$ cat src/rtl/vga_pixel_streamer.sv
// VGA timing generator that streams upstream pixels into the visible window.
// Upstream frames are locked to the raster: the sof word is shown at (0,0),
// and any loss of alignment drops back to resynchronisation with a sticky flag.
module vga_pixel_streamer #(
   parameter int H_ACTIVE = 640,
   parameter int H_FP     = 16,
   parameter int H_SYNC   = 96,
   parameter int H_BP     = 48,
   parameter int V_ACTIVE = 480,
   parameter int V_FP     = 10,
   parameter int V_SYNC   = 2,
   parameter int V_BP     = 33,
   parameter int SYNC_POL = 0
) (
   input  logic        clock,
   input  logic        neg_reset,
   input  logic        enable,
   input  logic        pix_valid,
   input  logic [23:0] pix_data,
   input  logic        pix_sof,
   input  logic        clr_status,
   output logic        pix_ready,
   output logic [7:0]  RED,
   output logic [7:0]  GREEN,
   output logic [7:0]  BLUE,
   output logic        video_on,
   output logic        hsync,
   output logic        vsync,
   output logic        underflow,
   output logic        sof_error
);

   localparam int H_TOTAL = H_ACTIVE + H_FP + H_SYNC + H_BP;
   localparam int V_TOTAL = V_ACTIVE + V_FP + V_SYNC + V_BP;
   localparam int HW = ($clog2(H_TOTAL) > 10) ? $clog2(H_TOTAL) : 10;
   localparam int VW = ($clog2(V_TOTAL) > 10) ? $clog2(V_TOTAL) : 10;
   localparam logic SYNC_ON = (SYNC_POL != 0);

   typedef enum logic [1:0] {IDLE, SEEK, WAIT_FRAME, RUN} state_t;

   state_t         state, state_nxt;
   logic [HW-1:0]  h_cnt;
   logic [VW-1:0]  v_cnt;
   logic           visible, origin, h_sync_on, v_sync_on, live;
   logic           consume, set_uf, set_se;

   assign visible   = (h_cnt < HW'(H_ACTIVE)) && (v_cnt < VW'(V_ACTIVE));
   assign origin    = (h_cnt == '0) && (v_cnt == '0);
   assign h_sync_on = (h_cnt >= HW'(H_ACTIVE + H_FP)) && (h_cnt < HW'(H_ACTIVE + H_FP + H_SYNC));
   assign v_sync_on = (v_cnt >= VW'(V_ACTIVE + V_FP)) && (v_cnt < VW'(V_ACTIVE + V_FP + V_SYNC));
   // A waiting frame goes live at the origin, so the sof word is consumed there.
   assign live      = (state == RUN) || ((state == WAIT_FRAME) && origin);

   // Raster counters free-run independent of enable.
   always_ff @(posedge clock or negedge neg_reset) begin
      if (!neg_reset) begin
         h_cnt <= '0;
         v_cnt <= '0;
      end else if (h_cnt == HW'(H_TOTAL - 1)) begin
         h_cnt <= '0;
         v_cnt <= (v_cnt == VW'(V_TOTAL - 1)) ? '0 : v_cnt + 1'b1;
      end else begin
         h_cnt <= h_cnt + 1'b1;
      end
   end

   // State register.
   always_ff @(posedge clock or negedge neg_reset) begin
      if (!neg_reset) state <= IDLE;
      else            state <= state_nxt;
   end

   // Next state, handshake and status events.
   always_comb begin
      state_nxt = state;
      pix_ready = 1'b0;
      consume   = 1'b0;
      set_uf    = 1'b0;
      set_se    = 1'b0;
      if (!enable) begin
         state_nxt = IDLE;
      end else begin
         case (state)
            IDLE: state_nxt = SEEK;
            SEEK: begin
               // Hold the sof word back; it is shown at the next origin.
               if (pix_valid && pix_sof) state_nxt = WAIT_FRAME;
               else                      pix_ready = 1'b1;
            end
            WAIT_FRAME, RUN: begin
               if (live) begin
                  state_nxt = RUN;
                  if (visible) begin
                     if (!pix_valid) begin
                        pix_ready = 1'b1;
                        set_uf    = 1'b1;
                        state_nxt = SEEK;
                     end else if (pix_sof && !origin) begin
                        set_se    = 1'b1;
                        state_nxt = WAIT_FRAME;
                     end else begin
                        pix_ready = 1'b1;
                        consume   = 1'b1;
                     end
                  end
               end
            end
            default: state_nxt = IDLE;
         endcase
      end
   end

   // Display outputs: one clock behind the counters, all aligned.
   always_ff @(posedge clock or negedge neg_reset) begin
      if (!neg_reset) begin
         {RED, GREEN, BLUE} <= '0;
         video_on <= 1'b0;
         hsync    <= ~SYNC_ON;
         vsync    <= ~SYNC_ON;
      end else begin
         {RED, GREEN, BLUE} <= consume ? pix_data : 24'd0;
         video_on <= visible;
         hsync    <= h_sync_on ? SYNC_ON : ~SYNC_ON;
         vsync    <= v_sync_on ? SYNC_ON : ~SYNC_ON;
      end
   end

   // Sticky flags; a new event beats a simultaneous clear.
   always_ff @(posedge clock or negedge neg_reset) begin
      if (!neg_reset) begin
         underflow <= 1'b0;
         sof_error <= 1'b0;
      end else begin
         underflow <= set_uf | (underflow & ~clr_status);
         sof_error <= set_se | (sof_error & ~clr_status);
      end
   end

endmodule

$ cat config.mk
export PLATFORM = sky130hd
export DESIGN_NAME = vga_pixel_streamer
export DESIGN_NICKNAME = d
export VERILOG_FILES = /design/src/rtl/vga_pixel_streamer.sv
export SDC_FILE = /design/constraint.sdc
export NUM_CORES = 1
export LEC_CHECK = 0
export ABC_CLOCK_PERIOD_IN_PS = 6100
export CORE_ASPECT_RATIO = 1.25
export CORE_MARGIN = 10
export CORE_UTILIZATION = 40
export CTS_CLUSTER_DIAMETER = 30
export CTS_CLUSTER_SIZE = 20
export DETAILED_ROUTE_END_ITERATION = 10
export HOLD_SLACK_MARGIN = 0.05
export PLACE_DENSITY_LB_ADDON = 0.08
export SLEW_MARGIN = 20
export SYNTH_ARGS = -nofsm -noshare
export SYNTH_HDL_FRONTEND = slang
export SYNTH_SLANG_ARGS = --single-unit
$ cat constraint.sdc
create_clock -name clock -period 6.1 [get_ports clock]
set_clock_uncertainty 0.05 [all_clocks]
set_input_delay 1.22 -clock clock [delete_from_list [all_inputs] [get_ports clock]]
set_output_delay 1.22 -clock clock [all_outputs]
set_load 0.01 [all_outputs]
==> flow_results.xml <==
<?xml version="1.0" encoding="UTF-8"?>
<metrics>
  <group name="outcome">
    <metric name="status" unit="">completed</metric>
  </group>
  <group name="drt">
    <metric name="num_vias" unit="">1678</metric>
    <metric name="drt_first_pass_iters" unit="">4</metric>
    <metric name="finalWirelength" unit="µm">5170</metric>
    <metric name="dr_wl_cell" unit="µm">16.1</metric>
    <metric name="antenna_violation_net_count_after_detailed_routing" unit="">0</metric>
    <metric name="drcViolationCount" unit="">0</metric>
    <metric name="drtIter0Drc" unit="">93</metric>
    <metric name="post_drt_via_cell_ratio" unit="">5.24</metric>
  </group>
  <group name="logic_synthesis">
    <metric name="synth.yosys.seq_area_share" unit="">0.552</metric>
    <metric name="yosys_register_bits" unit="">51</metric>
    <metric name="synth.avg_cell_area" unit="µm²">11.9</metric>
    <metric name="netlist.area_leader.share" unit="">0.529</metric>
    <metric name="ys_warnings" unit="">0</metric>
    <metric name="post_synth_edffs" unit="">0</metric>
    <metric name="synthArstFlopShare" unit="">1.00</metric>
    <metric name="synth_top_cell_by_area" unit="">sky130_fd_sc_hd__dfrtp_1</metric>
    <metric name="ys.flop_type" unit="">sky130_fd_sc_hd__dfrtp_1</metric>
    <metric name="syn-cell-area" unit="µm²">2320</metric>
    <metric name="synth_cell_types" unit="">34</metric>
    <metric name="ys_top_cells_by_area" unit="">sky130_fd_sc_hd__dfrtp_1, sky130_fd_sc_hd__nor3b_2, sky130_fd_sc_hd__nand3_1</metric>
    <metric name="synth_fp_nets" unit="">228</metric>
    <metric name="syn-instance-count" unit="">194</metric>
  </group>
  <group name="placed_design">
    <metric name="dp.final_hpwl" unit="µm">3790</metric>
    <metric name="port_buffers" unit="">59</metric>
    <metric name="gpl.final_weighted_congestion" unit="">0.783</metric>
  </group>
  <group name="cells_and_area">
    <metric name="antenna-diode-count" unit="">0</metric>
    <metric name="area.growth.synth_to_final" unit="%">31.3</metric>
    <metric name="drive_gt1_frac" unit="">0.145</metric>
    <metric name="fillCellCount" unit="">513</metric>
    <metric name="fin_util" unit="">0.551</metric>
    <metric name="final_common_cell" unit="">sky130_fd_sc_hd__clkdlybuf4s50_1</metric>
    <metric name="final_nets" unit="">289</metric>
    <metric name="top_library_cells_by_usage_in_the_layout_fill_and_taps_aside" unit="">sky130_fd_sc_hd__clkdlybuf4s50_1, sky130_fd_sc_hd__dfrtp_1, sky130_fd_sc_hd__nor3b_2, sky130_fd_sc_hd__nand3_1, sky130_fd_sc_hd__o21ai_0</metric>
  </group>
  <group name="setup_path">
    <metric name="path_delay_family" unit="">buffers and inverters</metric>
    <metric name="critical-path-top-cell-by-count" unit="">sky130_fd_sc_hd__clkdlybuf4s50_1</metric>
    <metric name="critical_path.slowest_cell" unit="">sky130_fd_sc_hd__clkdlybuf4s50_1</metric>
    <metric name="worst-endpoint-arrival" unit="ns">2.65</metric>
    <metric name="endpoint_kind" unit="">primary output</metric>
    <metric name="timing.critical_path.cells" unit="">clkdlybuf4s50_1 -&gt; nand2_1 -&gt; a32oi_1 -&gt; nor2_1 -&gt; clkdlybuf4s50_1</metric>
    <metric name="worstPathRequired" unit="ns">4.83</metric>
    <metric name="critical-path-max-stage-delay" unit="ns">0.58</metric>
    <metric name="critical_path.startpoint_type" unit="">input port</metric>
    <metric name="timing.setup.critical_path_class" unit="">input port to primary output</metric>
    <metric name="timing.critical_path.buf_inv" unit="">2</metric>
    <metric name="cp_max_fo" unit="">6</metric>
  </group>
  <group name="floorplan">
    <metric name="rows" unit="">30</metric>
    <metric name="floorplan.die.height" unit="µm">105</metric>
    <metric name="ios" unit="">60</metric>
    <metric name="design.core.area" unit="µm²">5520</metric>
    <metric name="die_x" unit="µm">88.1</metric>
    <metric name="initial_utilization" unit="">0.420</metric>
    <metric name="die_area" unit="µm²">9250</metric>
  </group>
  <group name="global_route">
    <metric name="congestion_overflow_gr" unit="">0</metric>
    <metric name="track_usage" unit="">0.112</metric>
    <metric name="first_global_vias" unit="">1720</metric>
    <metric name="grt_start_max_net_pins" unit="">52</metric>
    <metric name="grt_antenna_before_repair" unit="">0</metric>
    <metric name="first_pass_grt_wire_length" unit="µm">8520</metric>
  </group>
  <group name="worst_hold_path">
    <metric name="timing.hold.worst.class" unit="">flip-flop to flip-flop</metric>
  </group>
  <group name="sta">
    <metric name="highest_clock_frequency_the_design_can_meet" unit="GHz">0.255</metric>
    <metric name="setup_total_negative_slack" unit="ns">0</metric>
    <metric name="worst_pin_slew" unit="ns">0.642</metric>
    <metric name="layout_worst_path_cycle_share" unit="">0.642</metric>
    <metric name="timing.final.setup_violations" unit="">0</metric>
    <metric name="report.final.hold_viol_count" unit="">0</metric>
    <metric name="relSlewSlack" unit="">0.572</metric>
    <metric name="finalCriticalPeriod" unit="ns">3.92</metric>
    <metric name="rsz0062_at_grt" unit="">false</metric>
    <metric name="report.final.slew_viol_count" unit="">0</metric>
    <metric name="whs" unit="ns">0.455</metric>
  </group>
  <group name="clock_network">
    <metric name="clock_sinks" unit="">51</metric>
    <metric name="cts_htree_levels" unit="">2</metric>
    <metric name="cts_repair_resize_count" unit="">0</metric>
    <metric name="clock_tree.root_cell" unit="">sky130_fd_sc_hd__clkbuf_8</metric>
    <metric name="cts_hold_buffers" unit="">0</metric>
    <metric name="tritoncts.num_buffers" unit="">5</metric>
    <metric name="post_cts_setup_buffers" unit="">0</metric>
    <metric name="clkLatencyLatePin" unit="ns">0.30</metric>
    <metric name="cts_tree" unit="">done</metric>
    <metric name="cts_buffer_depth" unit="">2</metric>
    <metric name="clkTransAtPathRegs" unit="ns">0.10</metric>
  </group>
  <group name="power_and_ir_drop">
    <metric name="netSwitchingFraction" unit="">0.228</metric>
    <metric name="clk_network_pwr_share" unit="">0.331</metric>
    <metric name="total_switching_power" unit="mW">0.131</metric>
    <metric name="ir_worst_vdd" unit="V">0.000103</metric>
    <metric name="pwr_density_cell" unit="nW/µm²">189</metric>
    <metric name="pwr-share-seq" unit="">0.592</metric>
    <metric name="power.share.combinational" unit="">0.076</metric>
    <metric name="leakagePower" unit="nW">1.26</metric>
    <metric name="p_int" unit="mW">0.444</metric>
  </group>
  <group name="flow_run">
    <metric name="max_cap_viol_count" unit="">0</metric>
  </group>
</metrics>
power by group through the flow:
stage / Combinational [mW] / Sequential [mW] / Clock (mW)
finish: 0.0440 / 0.341 / 0.191
global route: 0.0481 / 0.341 / 0.212
CTS: 0.0450 / 0.341 / 0.200
detailed placement: 0.0447 / 0.348 / 0
global placement: 0.0447 / 0.348 / 0
floorplan: 0.0158 / 0.347 / 0
Yosys cell counts (4+ instances only):
cell type                 instances
sky130_fd_sc_hd__nand2_1         10
sky130_fd_sc_hd__nand3_1         14
sky130_fd_sc_hd__xnor2_1          7
sky130_fd_sc_hd__dfrtp_1         49
sky130_fd_sc_hd__o21ai_0         13
sky130_fd_sc_hd__and3_1           8
sky130_fd_sc_hd__ha_1             4
sky130_fd_sc_hd__nor3b_1          4
sky130_fd_sc_hd__xor2_1           4
sky130_fd_sc_hd__inv_1            8
sky130_fd_sc_hd__nor2_1           9
sky130_fd_sc_hd__nand4_1          5
sky130_fd_sc_hd__nor3b_2         20
state kept, by name, summed over array words and instances, names as in the netlist:
register,cells
BLUE,8
vsync,1
sof_error,1
GREEN,8
underflow,1
state,2
RED,8
v_cnt,10
video_on,1
h_cnt,10
hsync,1
cell families (layout without fill, tap and decap cells):
group	after synthesis	count (layout)	share of synthesized area
adders and majority gates	4	4	0.0216
AOI/OAI and AO/OA	26	26	0.0740
muxes	1	1	0.00432
xor gates and xnor gates	11	11	0.0416
and+or+nand+nor	85	85	0.272
buffers and inverters	16	78	0.0340
DFF	51	51	0.552
stage by stage:
stage | instance area, µm² | std cells | worst slack (ns) | power, mW
2_1_floorplan | 2320 | 194 | 3.20 | 0.363
3_3_place_gp | 2960 | 312 | 2.22 | 0.392
3_5_place_dp | 2960 | 312 | 2.20 | 0.392
4_1_cts | 3040 | 320 | 2.19 | 0.587
5_1_grt | 3040 | 320 | 2.12 | 0.602
6_report | 3040 | 320 | 2.18 | 0.576
metal layers:
| layer | track usage | share of wire | vias to the layer above |
|---|---|---|---|
| met5 | 0 | 0 | - |
| met4 | 0.0404 | 0.017 | 0 |
| met3 | 0.0326 | 0.070 | 8 |
| met2 | 0.174 | 0.45 | 54 |
| met1 | 0.142 | 0.46 | 795 |
| li1 | - | - | 821 |
final timing paths:
| check | startpoint | to | slack [ns] | cells past startpoint |
|---|---|---|---|---|
| worst max-delay path | pix_valid | pix_ready | 2.18 | 5 |
| worst min-delay path | h_cnt[0] | h_cnt[0] | 0.45 | 1 |
| worst max register to register | h_cnt[0] | BLUE[1] | 3.91 | 7 |
| worst min register to register | h_cnt[0] | h_cnt[0] | 0.45 | 1 |
| max in group asynchronous | neg_reset | h_cnt[3] | 4.59 | 2 |
| min in group asynchronous | neg_reset | RED[4] | 0.97 | 2 |
area by class of cell:
cell class	instances	area, µm²	share of cell area
Inverter	8	30.0	0.00988
Sequential cell	51	1280	0.421
Multi-Input combinational cell	127	958	0.315
Tap cell	64	80.1	0.0263
Timing Repair Buffer	62	608	0.200
Clock buffer	6	72.6	0.0239
Clock inverter	2	12.5	0.00412
Note: power is estimated with default switching activity, not from simulation.
